`src/rtl/nonce_scan_pkg.sv`:
```
// ============================================================================
// Module      : nonce_scan_pkg
// Description : Shared constants and FSM state type for the nonce scan
//               controller and its header register file.
// Revision    : 1.0 - initial release
// ============================================================================
`default_nettype none

package nonce_scan_pkg;

  // Datapath widths
  localparam int NONCE_W             = 32;
  localparam int WORD_W              = 32;
  localparam int HDR_WORDS_DEFAULT   = 19;
  // Word index must reach HDR_WORDS (the nonce slot), so 5 bits cover 0..31
  localparam int IDX_W               = 5;

  // FSM encodings
  localparam logic [1:0] ST_IDLE  = 2'd0;
  localparam logic [1:0] ST_LOAD  = 2'd1;
  localparam logic [1:0] ST_WAIT  = 2'd2;
  localparam logic [1:0] ST_CHECK = 2'd3;

  typedef enum logic [1:0] {
    S_IDLE  = ST_IDLE,
    S_LOAD  = ST_LOAD,
    S_WAIT  = ST_WAIT,
    S_CHECK = ST_CHECK
  } state_e;

endpackage : nonce_scan_pkg

`default_nettype wire

```
`src/rtl/nonce_scan_ctrl_hdr_regfile.sv`:
```
// ============================================================================
// Module      : hdr_regfile
// Description : Block-header storage, HDR_WORDS x 32 bits. Synchronous write,
//               combinational read by word index. Out-of-range addresses are
//               ignored on write and read back as zero.
// Revision    : 1.0 - initial release
// ============================================================================
`default_nettype none

module hdr_regfile
  import nonce_scan_pkg::*;
#(
  parameter int HDR_WORDS = HDR_WORDS_DEFAULT
) (
  input  logic              clk,
  input  logic              rst,
  input  logic              we,
  input  logic [IDX_W-1:0]  waddr,
  input  logic [WORD_W-1:0] wdata,
  input  logic [IDX_W-1:0]  raddr,
  output logic [WORD_W-1:0] rdata
);

  logic [WORD_W-1:0] mem [HDR_WORDS];

  // Header words: cleared on reset, one word written per strobe
  always_ff @(posedge clk or negedge rst) begin
    if (!rst) begin
      for (int i = 0; i < HDR_WORDS; i++) begin
        mem[i] <= '0;
      end
    end else if (we) begin
      for (int i = 0; i < HDR_WORDS; i++) begin
        if (waddr == IDX_W'(i)) begin
          mem[i] <= wdata;
        end
      end
    end
  end

  // Read mux; an index past the last header word yields zero
  always_comb begin
    rdata = '0;
    for (int i = 0; i < HDR_WORDS; i++) begin
      if (raddr == IDX_W'(i)) begin
        rdata = mem[i];
      end
    end
  end

endmodule : hdr_regfile

`default_nettype wire

```
`src/rtl/nonce_scan_ctrl.sv`:
```
// ============================================================================
// Module      : nonce_scan_ctrl
// Description : Nonce search sequencer for a shared SHA-256 core. Streams the
//               stored header plus the current nonce (HDR_WORDS+1 words) on
//               the block bus, waits for the hash, tests the leading-zero
//               difficulty, and steps the nonce through an inclusive range
//               (wrapping modulo 2^32).
//               Optional build macro NONCE_SCAN_TIMEOUT_EN adds a WAIT-state
//               watchdog (TIMEOUT_CYCLES) and the timeout_err output.
// Revision    : 1.0 - initial release
// ============================================================================
`default_nettype none

module nonce_scan_ctrl
  import nonce_scan_pkg::*;
#(
  parameter int HDR_WORDS      = HDR_WORDS_DEFAULT,
  parameter int ZERO_BITS      = 16
`ifdef NONCE_SCAN_TIMEOUT_EN
  ,
  parameter int TIMEOUT_CYCLES = 256
`endif
) (
  input  logic               clk,
  input  logic               rst,
  input  logic               start,
  input  logic               abort,
  input  logic [NONCE_W-1:0] nonce_start,
  input  logic [NONCE_W-1:0] nonce_end,
  input  logic               hdr_we,
  input  logic [IDX_W-1:0]   hdr_addr,
  input  logic [WORD_W-1:0]  hdr_wdata,
  output logic [WORD_W-1:0]  block,
  output logic               block_valid,
  input  logic               block_ready,
  input  logic               sha_done,
  input  logic [31:0]        sha_hash_msw,
  output logic               valid,
  output logic [NONCE_W-1:0] found_nonce,
  output logic               busy,
  output logic               exhausted
`ifdef NONCE_SCAN_TIMEOUT_EN
  ,
  output logic               timeout_err
`endif
);

  localparam logic [IDX_W-1:0] LAST_IDX = IDX_W'(HDR_WORDS);

  state_e             state;
  logic [IDX_W-1:0]   idx;
  logic [NONCE_W-1:0] nonce;
  logic [NONCE_W-1:0] nonce_last;
  logic [31:0]        hash_cap;
  logic [WORD_W-1:0]  hdr_word;
  logic               hdr_wr_en;
  logic               hit;
  logic               word_accept;
  logic               wait_expired;

  // Header may only change between scans
  assign hdr_wr_en   = hdr_we && (state == S_IDLE);
  assign word_accept = block_valid && block_ready;
  assign busy        = (state != S_IDLE);

  // Hit when the top ZERO_BITS bits of the captured hash are all zero
  assign hit = ((hash_cap >> (32 - ZERO_BITS)) == 32'd0);

  hdr_regfile #(
    .HDR_WORDS (HDR_WORDS)
  ) u_hdr (
    .clk   (clk),
    .rst   (rst),
    .we    (hdr_wr_en),
    .waddr (hdr_addr),
    .wdata (hdr_wdata),
    .raddr (idx),
    .rdata (hdr_word)
  );

  // Block bus: header words first, nonce in the final slot; held while stalled
  always_comb begin
    block       = '0;
    block_valid = 1'b0;
    if (state == S_LOAD) begin
      block_valid = 1'b1;
      block       = (idx < LAST_IDX) ? hdr_word : nonce;
    end
  end

`ifdef NONCE_SCAN_TIMEOUT_EN
  localparam int CNT_W = $clog2(TIMEOUT_CYCLES) + 1;

  logic [CNT_W-1:0] wait_cnt;

  // Watchdog counter: zero outside WAIT, so every WAIT entry starts fresh
  always_ff @(posedge clk or negedge rst) begin
    if (!rst) begin
      wait_cnt <= '0;
    end else if (state != S_WAIT) begin
      wait_cnt <= '0;
    end else begin
      wait_cnt <= wait_cnt + CNT_W'(1);
    end
  end

  assign wait_expired = (wait_cnt == CNT_W'(TIMEOUT_CYCLES - 1));

  // Watchdog error pulse, suppressed by abort and by a same-cycle sha_done
  always_ff @(posedge clk or negedge rst) begin
    if (!rst) begin
      timeout_err <= 1'b0;
    end else begin
      timeout_err <= (state == S_WAIT) && !abort && !sha_done && wait_expired;
    end
  end
`else
  assign wait_expired = 1'b0;
`endif

  // Main sequencer; abort overrides every transition and suppresses pulses
  always_ff @(posedge clk or negedge rst) begin
    if (!rst) begin
      state       <= S_IDLE;
      idx         <= '0;
      nonce       <= '0;
      nonce_last  <= '0;
      hash_cap    <= '0;
      valid       <= 1'b0;
      exhausted   <= 1'b0;
      found_nonce <= '0;
    end else begin
      valid     <= 1'b0;
      exhausted <= 1'b0;
      if (abort) begin
        state <= S_IDLE;
        idx   <= '0;
      end else begin
        case (state)
          S_IDLE: begin
            if (start) begin
              nonce      <= nonce_start;
              nonce_last <= nonce_end;
              idx        <= '0;
              state      <= S_LOAD;
            end
          end
          S_LOAD: begin
            if (word_accept) begin
              if (idx == LAST_IDX) begin
                idx   <= '0;
                state <= S_WAIT;
              end else begin
                idx <= idx + IDX_W'(1);
              end
            end
          end
          S_WAIT: begin
            if (sha_done) begin
              hash_cap <= sha_hash_msw;
              state    <= S_CHECK;
            end else if (wait_expired) begin
              state <= S_IDLE;
            end
          end
          S_CHECK: begin
            if (hit) begin
              valid       <= 1'b1;
              found_nonce <= nonce;
              state       <= S_IDLE;
            end else if (nonce == nonce_last) begin
              exhausted <= 1'b1;
              state     <= S_IDLE;
            end else begin
              nonce <= nonce + NONCE_W'(1);
              state <= S_LOAD;
            end
          end
          default: begin
            state <= S_IDLE;
          end
        endcase
      end
    end
  end

endmodule : nonce_scan_ctrl

`default_nettype wire

```
`config.mk`:
```
export PLATFORM = sky130hd
export DESIGN_NAME = nonce_scan_ctrl
export DESIGN_NICKNAME = d
export VERILOG_FILES = /design/src/rtl/nonce_scan_pkg.sv /design/src/rtl/nonce_scan_ctrl_hdr_regfile.sv /design/src/rtl/nonce_scan_ctrl.sv
export SDC_FILE = /design/constraint.sdc
export NUM_CORES = 1
export LEC_CHECK = 0
export CELL_PAD_IN_SITES_DETAIL_PLACEMENT = 1
export CELL_PAD_IN_SITES_GLOBAL_PLACEMENT = 1
export CORE_ASPECT_RATIO = 0.8
export CORE_UTILIZATION = 53
export CTS_CLUSTER_SIZE = 30
export DETAILED_ROUTE_END_ITERATION = 12
export GPL_TIMING_DRIVEN = 0
export PLACE_DENSITY = 0.9
export SLEW_MARGIN = 20
export SYNTH_ARGS = -nofsm -noshare
export SYNTH_HDL_FRONTEND = slang
export SYNTH_HIERARCHICAL = 1
export SYNTH_SLANG_ARGS = --single-unit
```
`constraint.sdc`:
```
create_clock -name clk -period 4.75 [get_ports clk]
set_input_delay 0.95 -clock clk [delete_from_list [all_inputs] [get_ports clk]]
set_output_delay 0.95 -clock clk [all_outputs]
set_load 0.02 [all_outputs]
```
### After elaboration in Yosys (flattened, before gate mapping)

Index checks and enable logic that the tools add are counted.

| operators by class | value |
|---|---|
| add/subtract/negate cells | 2 |
| $lt $le $gt $ge | 1 |
| equality and inequality tests | 48 |
| multiplexer cells | 46 |
| bitwise gates (word level) | 1 |
| reductions and logical operators | 34 |

Operators by type and width:

| operator | number |
|---|---|
| $mux W32 | 24 |
| $eq A5 B4 Y1 const B | 16 |
| $pmux W32 S2 | 1 |
| $eq A5 B3 Y1 const B | 8 |
| $reduce_and A2 Y1 | 19 |
| $eq A5 B5 Y1 const B | 7 |
| $add A32 B1 Y32 const B | 1 |
| $eq A32 B32 Y1 | 1 |
| $logic_not A32 Y1 | 1 |
| $eq A5 B2 Y1 const B | 4 |
| $mux W5 | 4 |
| $reduce_and A3 Y1 | 4 |
| $eq A5 B1 Y1 const B | 2 |
| $logic_not A5 Y1 | 2 |
| $mux W1 | 10 |
| $mux W2 | 5 |
| $pmux W5 S2 | 1 |
| $ne A3 B3 Y1 const B | 3 |
| $pmux W2 S4 | 1 |
| $ne A2 B2 Y1 const B | 3 |
| $add A5 B1 Y5 const B | 1 |
| $lt A5 B5 Y1 const B | 1 |
| $reduce_and A5 Y1 | 1 |
| $eq A2 B2 Y1 const B | 2 |
| other kinds (8) | 10 |

| word-level totals | value |
|---|---|
| register bits | 745 |
| input port bits | 140 |

### Depth between registers and ports, before layout

Gate-level depths: netlist of the first run.

| depth | value |
|---|---|
| word-level depth | 22 |
| depth in mapped cells | 12 |

### Hierarchy

Netlist of the first run, hierarchy kept.

Modules (own cells, without submodules):

| module | instances | cells an instance | area each (µm²) |
|---|---|---|---|
| hdr_regfile | 1 | 2231 | 27898.0 |
| nonce_scan_ctrl | 1 | 696 | 6842.8 |

### Worst setup path before layout of the first run

Ideal clock, no wire load.

| path | value |
|---|---|
| path kind | reg2out |
| from | register idx[3] |
| to | output block[21] |
| data arrival time | 2.381 ns |
| slack | 1.419 ns |
| stages on the path, launching flop included | 13 |
| cells stage by stage | dfrtp_1 > buf_2 > or3b_1 > buf_6 > or2_1 > buf_6 > nand2_8 > buf_6 > a41oi_1 > and3_1 > a21oi_1 > nand2_1 > a21oi_1 |

| on the way | value |
|---|---|
| longest elaborated chain between the ends | 22 |
| elaborated cells between the ends (all ways) | 41 |
| classes of those cells | order compare: 1; eq/ne: 18; mux: 21; reduce/logical: 1 |

RTL lines:

| what | RTL line | source |
|---|---|---|
| start, declared | nonce_scan_ctrl.sv:51 | `logic [IDX_W-1:0] idx;` |
| start signal, assigned | nonce_scan_ctrl.sv:154 | `idx <= idx + IDX_W'(1);` |
| $logic_not A5 Y1 | nonce_scan_ctrl_hdr_regfile.sv:45 | `if (raddr == IDX_W'(i)) begin` |
| $mux W32 (18 in a row) | nonce_scan_ctrl_hdr_regfile.sv:45 |  |
| $mux W32 * | nonce_scan_ctrl_hdr_regfile.sv:45 |  |
| named net hdr_word[21] | nonce_scan_ctrl.sv:55 | `logic [WORD_W-1:0] hdr_word;` |
| $mux W32 * | nonce_scan_ctrl.sv:87 | `block = (idx < LAST_IDX) ? hdr_word : nonce;` |
| $mux W32 * | nonce_scan_ctrl.sv:85 | `if (state == S_LOAD) begin` |
| end, declared | nonce_scan_ctrl.sv:33 | `output logic [WORD_W-1:0] block,` |

Mark *: on every way through the listed nets, which the timed path passes. The rest lies on a longest branch.

### Final worst setup path of the first run

| path | value |
|---|---|
| from | register idx[4] |
| to | output block[7] |

Same word-level chain as after synthesis.

==> qor.yml, run 1 <==
gp_congestion: 1.040
critPathMaxStageDelay_ps: 590
row_count: 83
holdCritPathClass: "in2async"
grt_pass1_vias: 31710
area_growth_pct: 18.63
synth_area_per_cell_um2: 11.87
synthArstFlopShare_pct: 100.0
dr.pass1.iters: 12
yosysWarnings: 6
clock_latency_ps: 660
dr.first_iter.drc_count: 3936
rsz0062_at_grt: "yes"
post-route-min-period_ps: 4887
synth-edff-count: 0
synth_cell_types: 83
status: "finished with violations"
critPathArrivalTime_ps: 3940
grt.total_usage_pct: 48.21
synth_common_cells: "dfrtp_1, mux2_2, nand2_1"
r2r_cells: 9
pin_count: 208
io_buffers: 159
routed_wl_um: 160200
nets: 3356
rrSetupSlack_ps: 830
required_ps: 3800
yosys-top-cells-area: "dfrtp_1, mux2_2, a21oi_1, nand2_1, o22ai_1"
place_ws_ps: -1142
grt_pass1_wl_um: 227700
powerDensity_nw_per_um2: 551.5
endpoint_kind: "output pin"
synth_top_area_share_pct: 52.51
whs_ps: 242.4
die_area_um2: 66580
synth_flop_cell: "dfrtp_1"
ant_nets: 0
critPathKind: "reg2out"
max_freq_ghz: 0.2046
r2r_end: "u_hdr/mem[172]"
cts_tree: "done"
vdd_ir_drop_max_uv: 410.5
slew_viol_final: 0
seq_area_frac_synth_pct: 52.51
grt_antenna_before_repair: 16
clk_path_buf_depth: 3
r2r-start: "state[1]"
crit_path_start_kind: "flop"
place_area_um2: 37690
drive_above_1_share_pct: 34.26
clkTransAtPathRegs_ps: 60
fp.dieW_um: 288.2
crit_chain: "buf_4 > nor3b_4 > buf_12 > and2_1 > buf_4 > buf_6 > nand2_1 > nand4_1 > nor2_1 > a21oi_4 > nand2_1 > a21oi_1 > clkdlybuf4s15_2"
via_per_inst: 7.287
syn_area_um2: 34740
grt_max_degree: 105
clockRootBuffer: "clkbuf_16"
drc: 2
syn-num-nets: 3074
synth_top_area_cell: "dfrtp_1"
die_h_um: 231.0
avgRoutedWirePerCell_um: 38.89
hold_viol: 0
crit_start: "idx[4]"
vias: 30020
cp.buffers_inverters: 5
cts_sinks: 729
initial_core_util_pct: 53.87
leakage_nw: 18.40
design.core.area_um2: 64490
stdcell_area_um2: 41210
gr-total-overflow: 0
max_cap_viol_count: 0
finalClockSkew_ps: 37.06
slowest_stage: "dfrtp_4"
setup_viol: 8
tns_ps: -301.1
synth.most_common_cell: "dfrtp_1"
numCtsBuffers: 75
synth-seq-cells: 729
crit_fanout: 12
synthCells: 2927
crit_path_end: "block[7]"
finalWorstSetupSlack_ps: -136.8
crit_cells: 13
fin_crit_sh_pct: 102.9
htreeDepth: 3
hpwl_um: 104200
relSlewSlack_pct: 13.93
cp_top_family: "buffers and inverters"
tightest_slew_ps: 1291
failed_checks: "DRC, setup timing"
-- routing by layer --
metal | track usage, % | part of all wire, % | vias to the layer above
met4 | 32.34 | 8.0 | 10
met2 | 67.88 | 42 | 2507
li1 | - | - | 11280
met5 | 0 | 0.11 | -
met1 | 61.39 | 36 | 15450
met3 | 18.59 | 14 | 772
-- cell type report --
| class | count | area [µm²] |
|---|---|---|
| tap | 850 | 1064 |
| clock buffer | 104 | 2146 |
| timing repair buffer | 210 | 2172 |
| buffer | 268 | 1594 |
| multi-input combinational | 1901 | 15590 |
| sequential | 729 | 18250 |
| clock inverter | 27 | 289.0 |
| antenna | 6 | 15.01 |
| inverter | 24 | 92.59 |
| fill | 6317 | 23280 |
-- registers in the layout (all words and copies together), names as in the netlist --
name         count
exhausted        1
found_nonce     32
hash_cap        16
idx              5
nonce           32
nonce_last      32
state            2
u_hdr/mem      608
valid            1
-- timing repair --
| item | 4_1_cts | 5_1_grt |
|---|---|---|
| pin swaps | 14 | 12 |
| hold buffers | 0 | 0 |
| setup endpoints to repair | 32 | 30 |
| gates resized for setup | 267 | 57 |
| setup buffers | 27 | 13 |
-- metrics by stage --
stage	power, W	instances	util, %
finish	0.02273	4119	63.91
global route	0.02328	4115	63.89
CTS	0.02228	4101	63.60
detailed placement	0.01590	3947	58.44
global placement	0.01532	3936	57.99
floorplan	0.01319	2927	-
-- cells by family (layout without fill, tap and decap cells) --
group | after synthesis | after routing | synth area share (%)
AO/OA/AOI/OAI | 573 | 573 | 10.90
XOR/XNOR | 32 | 32 | 0.8067
multiplexers | 732 | 732 | 23.63
AND/OR/NAND/NOR | 557 | 557 | 8.136
buffers and inverters | 297 | 633 | 3.767
other | 0 | 6 | 0
flip-flops | 729 | 729 | 52.51
adder cells (fa/ha/maj) | 7 | 7 | 0.2521
-- layout by cell type, fill, tap and decap left out, drive strengths merged, types with 8 or more instances in the layout --
| master | Yosys | final |
|---|---|---|
| dfrtp | 729 | 729 |
| mux2 | 701 | 701 |
| buf | 160 | 220 |
| clkbuf | 113 | 214 |
| nand2 | 176 | 176 |
| a21oi | 140 | 140 |
| clkdlybuf4s50 | 0 | 126 |
| nor2 | 124 | 124 |
| o21ai | 109 | 109 |
| o22ai | 81 | 81 |
| nor3 | 50 | 50 |
| a22oi | 45 | 45 |
| nand3 | 42 | 42 |
| nand4 | 34 | 34 |
| xnor2 | 32 | 32 |
| mux2i | 31 | 31 |
| a221oi | 29 | 29 |
| inv | 23 | 28 |
| and3 | 22 | 22 |
| o32ai | 21 | 21 |
| a211oi | 20 | 20 |
| a22o | 18 | 18 |
| clkinv | 1 | 17 |
| and2 | 15 | 15 |
| nand2b | 15 | 15 |
| nor2b | 14 | 14 |
| o221ai | 13 | 13 |
| nor4 | 13 | 13 |
| and4 | 12 | 12 |
| o21a | 12 | 12 |
| clkdlybuf4s15 | 0 | 12 |
| nand3b | 11 | 11 |
| o211ai | 10 | 10 |
| dlygate4sd2 | 0 | 10 |
| or4 | 9 | 9 |
| a311oi | 8 | 8 |
| o221a | 8 | 8 |
-- worst min-delay path by stage --
stage | to | slack [ps] | startpoint
floorplan | u_hdr/mem[236] | 450 | u_hdr/mem[236]
finish | u_hdr/mem[598] | 240 | rst
detailed placement | u_hdr/mem[377] | 480 | u_hdr/mem[377]
global route | u_hdr/mem[598] | 280 | rst
CTS | u_hdr/mem[598] | 280 | rst
global placement | u_hdr/mem[239] | 460 | u_hdr/mem[239]
-- where the power goes --
group / internal [W] / switching, W / total [W]
clock: 0.00339 / 0.00268 / 0.00608
sequential: 0.00839 / 0.00167 / 0.0101
combinational: 0.00293 / 0.00366 / 0.00660
total: 0.0147 / 0.00801 / 0.0227
Note: power is estimated with default switching activity, not from simulation.
==> run 2, diff against run 1 <==
--- a/config.mk
+++ b/config.mk
@@ -8,6 +8,7 @@
 export CELL_PAD_IN_SITES_DETAIL_PLACEMENT = 1
 export CELL_PAD_IN_SITES_GLOBAL_PLACEMENT = 1
 export CORE_ASPECT_RATIO = 0.8
+export CORE_MARGIN = 5
 export CORE_UTILIZATION = 53
 export CTS_CLUSTER_SIZE = 30
 export DETAILED_ROUTE_END_ITERATION = 12
==> qor.yml, run 2 (synthesis gave the netlist of run 1 again) <==
use_met3_pct: 16.15
htreeDepth: 3
grt_antenna_before_repair: 12
powerDensity_nw_per_um2: 545.8
routed_wl_um: 151500
clockRootBuffer: "clkbuf_16"
required_ps: 3800
ant_nets: 0
io_buffers: 159
largest_register_ffs: 608
initial_core_util_pct: 53.14
clkTransAtPathRegs_ps: 60
cts_sinks: 729
clk_path_buf_depth: 3
power.internal_w: 0.01474
row_count: 84
fp.dieW_um: 296.2
relSlewSlack_pct: 18.02
leakage_nw: 18.41
busiest_layer: "met2"
critPathMaxStageDelay_ps: 580
crit_fanout: 10
vdd_ir_drop_max_uv: 353.7
dr.first_iter.drc_count: 3641
post-route-util_pct: 63.01
numCtsBuffers: 75
fin_crit_sh_pct: 103.1
whs_ps: 302.4
cts_tree: "done"
clock_latency_ps: 670
switching_share_pct: 34.45
clockPowerShare_pct: 27.2
gp_congestion: 1.031
failed_checks: "setup timing"
dr.pass1.iters: 6
grt_max_degree: 109
ctsHoldBuffers: 0
mostFrequentLayoutCell: "dfrtp_1"
rsz0062_at_grt: "yes"
die_h_um: 239.0
finalClockSkew_ps: 30.18
setup_viol: 8
slew_viol_final: 0
max_cap_viol_count: 0
tightest_slew_ps: 1230
pin_count: 208
grt_pass1_wl_um: 215800
drc: 0
layout_common_cells: "dfrtp_1, mux2_2, nand2_1"
avgRoutedWirePerCell_um: 36.57
critPathArrivalTime_ps: 3950
via_per_inst: 7.066
status: "finished with violations"
seq_power_share_pct: 44.4
endpoint_kind: "output pin"
r2r_cells: 9
design.core.area_um2: 65370
max_freq_ghz: 0.2043
gr-usage-met1_pct: 52.39
largest-register: "u_hdr/mem"
place_ws_ps: -1122
vias: 29270
die_area_um2: 70800
switchingPower_w: 0.007745
drive_above_1_share_pct: 34.63
holdCritPathClass: "in2async"
crit_chain: "clkbuf_4 > clkdlybuf4s15_2 > nor2_2 > o21ai_0 > nand3_1 > o21ai_1 > a21oi_2 > nand2_1 > a21oi_2 > clkdlybuf4s15_2"
critPathKind: "reg2out"
grt_pass1_vias: 31140
nets: 3362
post-route-min-period_ps: 4896
hpwl_um: 103500
area_growth_pct: 18.57
hold_viol: 0
pwr-share-comb_pct: 28.5
finalWorstSetupSlack_ps: -145.9
gr-total-overflow: 0
slowest_stage: "dfrtp_4"
met2_usage_pct: 61.28
crit_path_start_kind: "flop"
grt.total_usage_pct: 41.95
## run 2: routing by layer
layer	routed length (µm)	share of wire [%]
met4	11650	7.7
met5	288	0.19
met3	18410	12
met1	55750	37
met2	65390	43
## run 2: worst max-delay path, delay by kind of cell, from the launching register on
kind	cells	cell delay, ps
DFF	1	580
buffers and inverters	3	1080
and+or+nand+nor	3	800
AOI/OAI and AO/OA	4	810
## run 2: layout make-up
| type | instances | area [µm²] |
|---|---|---|
| antenna | 8 | 20.02 |
| buffer | 269 | 1545 |
| clock buffer | 109 | 2176 |
| clock inverter | 28 | 320.3 |
| fill | 6527 | 24180 |
| inverter | 24 | 92.59 |
| multi-input combinational | 1901 | 15560 |
| sequential | 729 | 18250 |
| tap | 860 | 1076 |
| timing repair buffer | 215 | 2153 |
## run 2: final timing paths
| path | startpoint | end | slack (ps) |
|---|---|---|---|
| max | idx[4] | block[21] | -150 |
| min | rst | u_hdr/mem[575] | 300 |
| max reg2reg | state[1] | u_hdr/mem[162] | 980 |
| min reg2reg | u_hdr/mem[434] | u_hdr/mem[434] | 500 |
| max in group asynchronous | rst | u_hdr/mem[339] | 2480 |
| min in group clk | u_hdr/mem[434] | u_hdr/mem[434] | 500 |
## run 2: stage by stage
stage          std cells  instance area [µm²]  setup TNS (ps)  total power (W)
2_1_floorplan       2927                34740               0          0.01319
3_3_place_gp        3946                37410               -          0.01532
3_5_place_dp        3956                37660          -24050          0.01587
4_1_cts             4129                41060          -65.69          0.02219
5_1_grt             4136                41180          -339.5          0.02317
6_report            4143                41190          -480.8          0.02248
## run 2: timing repair
item / CTS / global route
endpoints found under the setup margin: 32 / 31
pin swaps: 19 / 7
resized for setup: 264 / 63
buffers inserted: 40 / 6
cloned: 0 / 0
## run 2: power by group through the flow
stage                     sequential (W)  combinational [W]  clock, W
after floorplan                  0.00940            0.00380         0
after global placement           0.00971            0.00561         0
after detailed placement         0.00989            0.00598         0
after CTS                        0.00984            0.00621   0.00614
after global routing              0.0101            0.00669   0.00640
final                            0.00997            0.00640   0.00611
